==> src/rtl/nrisc_exec_stage.sv <==
// Three-cycle execute stage: operand fetch to the ULA, result capture, writeback.
// Holds the 8-entry register file and the architectural flag register.
module nrisc_exec_stage #(
    parameter int TAM = 16
) (
    input  logic           clk,
    input  logic           rst,
    input  logic           instr_valid,
    output logic           instr_ready,
    input  logic [3:0]     op,
    input  logic [2:0]     rd,
    input  logic [2:0]     rs1,
    input  logic [2:0]     rs2,
    input  logic           inc_in,
    input  logic           ld_en,
    input  logic [2:0]     ld_addr,
    input  logic [TAM-1:0] ld_data,
    input  logic [2:0]     obs_addr,
    output logic [TAM-1:0] obs_data,
    output logic [TAM-1:0] ULA_A,
    output logic [TAM-1:0] ULA_B,
    output logic [3:0]     ULA_ctrl,
    output logic           incdec,
    input  logic [TAM-1:0] ULA_OUT,
    input  logic [2:0]     ULA_flags,
    output logic [2:0]     flags,
    output logic           wb_valid,
    output logic           op_err
);

    localparam logic [1:0] S_IDLE = 2'd0;
    localparam logic [1:0] S_EXEC = 2'd1;
    localparam logic [1:0] S_WB   = 2'd2;

    logic [1:0]     state_q, state_d;
    logic [TAM-1:0] rf_q [8];
    logic [TAM-1:0] rf_d [8];
    logic [TAM-1:0] a_q, a_d, b_q, b_d;
    logic [3:0]     ctrl_q, ctrl_d;
    logic           incdec_q, incdec_d;
    logic [2:0]     rd_q, rd_d;
    logic [TAM-1:0] res_q, res_d;
    logic [2:0]     fhold_q, fhold_d;
    logic [2:0]     flags_q, flags_d;
    logic           wb_valid_q, wb_valid_d;
    logic           op_err_q, op_err_d;

    logic handshake;
    logic op_legal;
    logic wb_write;

    assign instr_ready = (state_q == S_IDLE);
    assign handshake   = instr_valid & instr_ready;

    always_comb begin
        op_legal = 1'b0;
        case (ctrl_q)
            4'b0000, 4'b0001, 4'b0010, 4'b0011,
            4'b0100, 4'b0101, 4'b0110, 4'b0111,
            4'b1101, 4'b1110: op_legal = 1'b1;
            default:          op_legal = 1'b0;
        endcase
    end

    assign wb_write = (state_q == S_WB) & op_legal;

    always_comb begin
        state_d = state_q;
        case (state_q)
            S_IDLE:  if (handshake) state_d = S_EXEC;
            S_EXEC:  state_d = S_WB;
            S_WB:    state_d = S_IDLE;
            default: state_d = S_IDLE;
        endcase
    end

    // Operands sample rf_q, so same-edge loads or writebacks are never bypassed.
    always_comb begin
        a_d      = a_q;
        b_d      = b_q;
        ctrl_d   = ctrl_q;
        incdec_d = incdec_q;
        rd_d     = rd_q;
        if (handshake) begin
            a_d      = rf_q[rs1];
            b_d      = rf_q[rs2];
            ctrl_d   = op;
            incdec_d = (op == 4'b0000 || op == 4'b0001) ? inc_in : 1'b0;
            rd_d     = rd;
        end
    end

    always_comb begin
        res_d   = res_q;
        fhold_d = fhold_q;
        if (state_q == S_EXEC) begin
            res_d   = ULA_OUT;
            fhold_d = ULA_flags;
        end
    end

    // Writeback is applied after the load port so it wins on an address collision.
    always_comb begin
        rf_d = rf_q;
        if (ld_en)
            rf_d[ld_addr] = ld_data;
        if (wb_write)
            rf_d[rd_q] = res_q;
    end

    always_comb begin
        flags_d    = wb_write ? fhold_q : flags_q;
        wb_valid_d = wb_write;
        op_err_d   = (state_q == S_WB) & ~op_legal;
    end

    always_ff @(posedge clk or negedge rst) begin
        if (!rst) begin
            state_q    <= S_IDLE;
            rf_q       <= '{default: '0};
            a_q        <= '0;
            b_q        <= '0;
            ctrl_q     <= '0;
            incdec_q   <= 1'b0;
            rd_q       <= '0;
            res_q      <= '0;
            fhold_q    <= '0;
            flags_q    <= '0;
            wb_valid_q <= 1'b0;
            op_err_q   <= 1'b0;
        end else begin
            state_q    <= state_d;
            rf_q       <= rf_d;
            a_q        <= a_d;
            b_q        <= b_d;
            ctrl_q     <= ctrl_d;
            incdec_q   <= incdec_d;
            rd_q       <= rd_d;
            res_q      <= res_d;
            fhold_q    <= fhold_d;
            flags_q    <= flags_d;
            wb_valid_q <= wb_valid_d;
            op_err_q   <= op_err_d;
        end
    end

    assign obs_data = rf_q[obs_addr];
    assign ULA_A    = a_q;
    assign ULA_B    = b_q;
    assign ULA_ctrl = ctrl_q;
    assign incdec   = incdec_q;
    assign flags    = flags_q;
    assign wb_valid = wb_valid_q;
    assign op_err   = op_err_q;

endmodule

==> config.mk <==
export PLATFORM = sky130hd
export DESIGN_NAME = nrisc_exec_stage
export DESIGN_NICKNAME = d
export VERILOG_FILES = /design/src/rtl/nrisc_exec_stage.sv
export SDC_FILE = /design/constraint.sdc
export NUM_CORES = 1
export LEC_CHECK = 0
export CORE_MARGIN = 4
export CORE_UTILIZATION = 60
export CTS_CLUSTER_SIZE = 16
export DETAILED_ROUTE_END_ITERATION = 6
export PLACE_DENSITY_LB_ADDON = 0.15
export RECOVER_POWER = 25
export SLEW_MARGIN = 20
export SYNTH_ARGS = -nofsm -noshare
export SYNTH_HDL_FRONTEND = slang
export SYNTH_SLANG_ARGS = --single-unit
export TNS_END_PERCENT = 10
==> constraint.sdc <==
create_clock -name clk -period 4.7 [get_ports clk]
set_input_delay 0.47 -clock clk [delete_from_list [all_inputs] [get_ports clk]]
set_output_delay 0.47 -clock clk [all_outputs]
set_load 0.02 [all_outputs]
==> impl_metrics.ini, run 1 <==
[logic_synthesis]
syn-cell-area_um2 = 11800
synth_seq_area_share_pct = 41.1
synth_area_leaders = dfrtp_1 41%, mux2_2 28%, mux2i_1 11%
synthFlopType = dfrtp_1
syn_inst = 933
synth_top_cells_by_count = 291 x mux2_2, 194 x dfrtp_1, 128 x mux2i_1
synth.distinct_cells = 33
ys_warn_count = 0
synth-seq-cells = 194
yosys.area.top_type = dfrtp_1
yosysTopAreaCellShare_pct = 41.1
yosysMostFrequentCell = mux2_2
avgSynthCellArea_um2 = 12.7
syn_nets = 992
synth_edf_count = 0
ys_async_sr_fraction_pct = 100

[clock_network]
cts_tree = yes
cts_sinks = 194
post_cts_resize_count = 0
clk_latency_ns = 0.44
cts_buffers = 17
htree_levels = 4
cts_hold_buf = 0
clock_path_buffers = 2
cts_root_buffer = clkbuf_16
cts_setup_buffers = 0
clkTransAtPathRegs_ns = 0.08

[floorplan]
die_x_um = 148
core_region_area_um2 = 19400
rows = 51
initial_core_util_pct = 60.9
io_pins = 118
die_y_um = 148
die_area_um2 = 22000

[grt]
grt_pass1_wl_um = 49000
track_usage_pct = 29.2
antenna_found_initial = 0
grt_pass1_vias = 8413
grt_overflow = 0
grt_max_degree = 122

[timing]
setup_tns_ns = 0
rsz0062_at_grt = false
finalCriticalPeriod_ns = 3.34
setup-violations-final = 0
finClkSkew_ns = 0.0119
fin_crit_sh_pct = 71.0
fmax_mhz = 300
finalMaxSlewViolations = 122
slew_headroom_pct = -110
tightest_slew_ns = 3.15
hold_viol = 0

[place]
port_buffers = 117
gp_congestion = 0.825
dp_hpwl_um = 19200

[detailed_routing]
via_per_inst = 6.41
drt_iter0_drc = 520
dr_total_vias = 8301
route.detailed.drc = 0
ant_nets = 0
first_pass_iters = 5
wl_per_cell_um = 24.5
finalWirelength_um = 31700

[finish]
diodes = 0
regArea_um2 = 4850
post-route-util_pct = 70.8
layout-drive-gt1-share_pct = 39.4
fillers = 1428
synthToLayoutAreaGrowth_pct = 16.2
multiInputGateArea_um2 = 6650
nets = 1076

[pwr]
p_per_area_nw_per_um2 = 574
total_leakage_power_nw = 5.88
ir_worst_vdd_mv = 0.332

[setup_path]
end_kind = primary output
worstPathMaxFanout = 12
cp-start-kind = input port
worstPathArrival_ns = 2.87
required_ns = 4.23
worstSetupPathType = input port to primary output

[min_path]
hold_path_class = flop to flop

[run]
max_cap_viol_count = 1

[run_status]
status = finished, violations left
violations = capacitance limit, slew limit
path summary, 6_finish.rpt:
| path | start | to | slack, ns | cells past startpoint |
|---|---|---|---|---|
| max reg2reg | ULA_ctrl[1]$_DFFE_PN0P_ | rf_q[57]$_DFF_PN0_ | 1.97 | 4 |
| min in group asynchronous | rst | rf_q[33]$_DFF_PN0_ | 1.04 | 1 |
| min | ULA_A[14]$_DFFE_PN0P_ | ULA_A[14]$_DFFE_PN0P_ | 0.48 | 2 |
| max in group asynchronous | rst | rf_q[94]$_DFF_PN0_ | 1.79 | 1 |
| min reg2reg | ULA_A[14]$_DFFE_PN0P_ | ULA_A[14]$_DFFE_PN0P_ | 0.48 | 2 |
| max | obs_addr[1] | obs_data[12] | 1.36 | 5 |
logic make-up (layout without fill, tap and decap cells):
family | after synthesis | after routing | synth area share (%)
mux | 461 | 461 | 45.9
flops | 194 | 194 | 41.1
simple gates | 101 | 101 | 4.28
compound gates | 99 | 99 | 5.58
buf+inv | 77 | 174 | 3.03
xor+xnor | 1 | 1 | 0.0741
layer usage:
| metal | up-vias | track usage (%) | share of wire, % |
|---|---|---|---|
| met3 | 52 | 4.81 | 5.9 |
| li1 | 3689 | - | - |
| met2 | 312 | 46.9 | 48 |
| met5 | - | 0 | 0 |
| met4 | 0 | 9.47 | 2.2 |
| met1 | 4248 | 41.0 | 44 |
report_power, final:
group,switching (mW),internal (mW),total [mW]
Combinational,1.27,1.96,3.23
Sequential,0.811,2.43,3.24
Clock,0.720,0.706,1.43
worst max-delay path, cell delays in order:
cell and delay [ns]:
clkdlybuf4s50_1 0.88, buf_4 0.35, mux4_2 0.34, mux2_2 0.28
clkdlybuf4s50_1 0.54
registers in the layout, summed over array words and instances, names as in the netlist:
signal    cells
state_q       2
rd_q          3
incdec        1
ULA_B        16
flags         3
ULA_ctrl      4
fhold_q       3
res_q        16
wb_valid      1
ULA_A        16
rf_q        128
op_err        1
cells in the final DEF (no fill, tap or decap), types with 2 or more instances in the layout:
cell type and instances:
mux4_2 32, a22oi_1 64, and2_1 3, or4b_1 2, clkbuf_16 17, mux2_4 10
nor2b_1 4, mux2i_1 128, nand2_1 67, buf_4 25, nor3_2 3, dfrtp_1 194
mux2_2 291, clkdlybuf4s50_1 113, inv_6 4, inv_8 5, nand4b_1 3, nor3b_2 2
nor2_1 3, inv_1 2, o21ai_0 33, clkinv_4 5
cell type report:
type / instances / share of cell area, %
Tap cell: 265 / 2.41
Multi-Input combinational cell: 662 / 48.4
Inverter: 2 / 0.0547
Clock buffer: 17 / 3.10
Timing Repair Buffer: 140 / 9.67
Clock inverter: 15 / 1.02
Sequential cell: 194 / 35.3
metrics by stage:
stage	power [mW]	hold slack [ns]	cells	worst slack (ns)	instance area, um^2
2_1_floorplan	5.33	0.174	933	2.40	11800
3_3_place_gp	6.31	0.460	1263	1.39	13200
3_5_place_dp	6.44	0.469	1263	1.41	13200
4_1_cts	7.88	0.236	1295	1.39	13700
5_1_grt	8.35	0.499	1295	1.24	13700
6_report	7.89	0.477	1295	1.36	13700
Note: power is estimated with default switching activity, not from simulation.
==> inputs of run 2 (changes only) <==
--- a/config.mk
+++ b/config.mk
@@ -6,7 +6,7 @@
 export NUM_CORES = 1
 export LEC_CHECK = 0
 export CORE_MARGIN = 4
-export CORE_UTILIZATION = 60
+export CORE_UTILIZATION = 53
 export CTS_CLUSTER_SIZE = 16
 export DETAILED_ROUTE_END_ITERATION = 6
 export PLACE_DENSITY_LB_ADDON = 0.15
==> constraint.sdc (replaced) <==
create_clock -name clk -period 2.8 [get_ports clk]
set_input_delay 0.28 -clock clk [delete_from_list [all_inputs] [get_ports clk]]
set_output_delay 0.28 -clock clk [all_outputs]
set_load 0.02 [all_outputs]
==> run 2 against run 1 <==
Against the previous run: the run still ends with capacitance limit, slew limit left; sequential power increased by 68%; routed wire length is 2.3% higher; clock skew grew 0.0039 ns; total power increased by 69%; die area grew 12%; register-to-register slack worse by 1.3 ns; largest power group unchanged.
==> impl_metrics.ini, run 2 (synthesis gave the netlist of run 1 again) <==
[floorplan]
die_area_um2 = 24700
die_x_um = 157
die_y_um = 157
io_pins = 118
rows = 54
core_region_area_um2 = 21900
initial_core_util_pct = 54.0

[clock_network]
clk_latency_ns = 0.43
cts_buffers = 17
cts_sinks = 194
clock_path_buffers = 2
cts_root_buffer = clkbuf_16
htree_levels = 4
cts_setup_buffers = 0
clkTransAtPathRegs_ns = 0.07
cts_tree = yes

[detailed_routing]
first_pass_iters = 6
wl_per_cell_um = 24.5
dr_total_vias = 8314
drt_iter0_drc = 636
ant_nets = 0
via_per_inst = 6.26
finalWirelength_um = 32500
route.detailed.drc = 0

[timing]
fin_ws_ns = 0.192
finClkSkew_ns = 0.0158
tightest_slew_ns = 1.77
fin_crit_sh_pct = 93.1
setup_tns_ns = 0
finalMaxSlewViolations = 70
fmax_mhz = 383
finalCriticalPeriod_ns = 2.61
slew_headroom_pct = -18.0
setup-violations-final = 0
hold_viol = 0
rsz0062_at_grt = false

[setup_path]
worstSetupPathType = input port to primary output
startpoint = obs_addr[1]
cp-start-kind = input port
worstPathArrival_ns = 2.33
required_ns = 2.52
end_kind = primary output
worstPathMaxFanout = 18
reg2reg_from = ULA_ctrl[1]$_DFFE_PN0P_

[finish]
nets = 1094
post-route-util_pct = 63.7
design_area_um2 = 14000
layout-drive-gt1-share_pct = 39.5
largest_reg_flops = 128
diodes = 0
layout_common_cells = 291 x mux2_2, 194 x dfrtp_1, 128 x mux2i_1, 113 x clkdlybuf4s50_1, 67 x nand2_1
largest-register = rf_q
synthToLayoutAreaGrowth_pct = 18.1
layout_commonest_cell = mux2_2

[place]
port_buffers = 117
gp_congestion = 0.806
postPlaceCellArea_um2 = 13400
place_ws_ns = 0.205
dp_hpwl_um = 19900

[grt]
track_usage_pct = 26.8
grt_max_degree = 70
antenna_found_initial = 0
grt_pass1_vias = 8365
grt_pass1_wl_um = 50300
grt_overflow = 0

[pwr]
total_power_mw = 13.3
p_per_area_nw_per_um2 = 954
total_leakage_power_nw = 5.98
ir_worst_vdd_mv = 0.491

[run_status]
violations = capacitance limit, slew limit
status = finished, violations left

[min_path]
min_from = ULA_OUT[12]
hold_path_class = input port to flop

[run]
max_cap_viol_count = 1
## run 2: repair_timing
action	CTS	global route
hold buffers	1	0
endpoints found under the setup margin	0	0
resized for setup	0	0
hold endpoints to repair	66	0
## run 2: metrics by stage
| stage | cells | hold WS [ns] |
|---|---|---|
| detailed placement | 1295 | 0.330 |
| global placement | 1295 | 0.323 |
| floorplan | 933 | -0.0156 |
| finish | 1328 | 0.455 |
| global route | 1328 | 0.441 |
| CTS | 1328 | 0.428 |
## run 2: final timing paths
check                                         to  slack, ns  cells after the start
max in group asynchronous     rf_q[13]$_DFF_PN0_       0.55                      3
hold / removal             res_q[12]$_DFFE_PN0N_       0.46                      2
min in group asynchronous   ULA_A[1]$_DFFE_PN0P_       0.84                      2
hold reg to reg             ULA_B[0]$_DFFE_PN0P_       0.48                      2
setup reg to reg             rf_q[104]$_DFF_PN0_       0.65                      4
setup / recovery                     obs_data[8]       0.19                      6
## run 2: worst max-delay path, cell delays in order
cell	delay [ns]
clkdlybuf4s50_1	0.51
buf_12	0.18
buf_12	0.19
mux4_2	0.32
mux2_2	0.29
clkdlybuf4s50_1	0.54
## run 2: metal layers
| metal | wire length [um] | track usage [%] |
|---|---|---|
| met5 | 0 | 0 |
| met4 | 741 | 8.15 |
| met3 | 2020 | 4.34 |
| met2 | 15300 | 42.4 |
| met1 | 14400 | 38.4 |
## run 2: final cells by class
| class | instances | area (um^2) |
|---|---|---|
| inverter | 2 | 7.51 |
| fill | 1721 | 7940 |
| clock buffer | 19 | 433 |
| tap | 280 | 350 |
| multi-input combinational | 662 | 6620 |
| clock inverter | 13 | 149 |
| timing repair buffer | 158 | 1540 |
| sequential | 194 | 4850 |
## run 2: power by group
| group | switching, mW | total (mW) | internal (mW) | leakage (nW) |
|---|---|---|---|---|
| clock network | 1.14 | 2.48 | 1.34 | 0.281 |
| registers | 1.37 | 5.45 | 4.07 | 2.31 |
| logic | 2.08 | 5.39 | 3.31 | 3.38 |
| total | 4.59 | 13.3 | 8.72 | 5.98 |
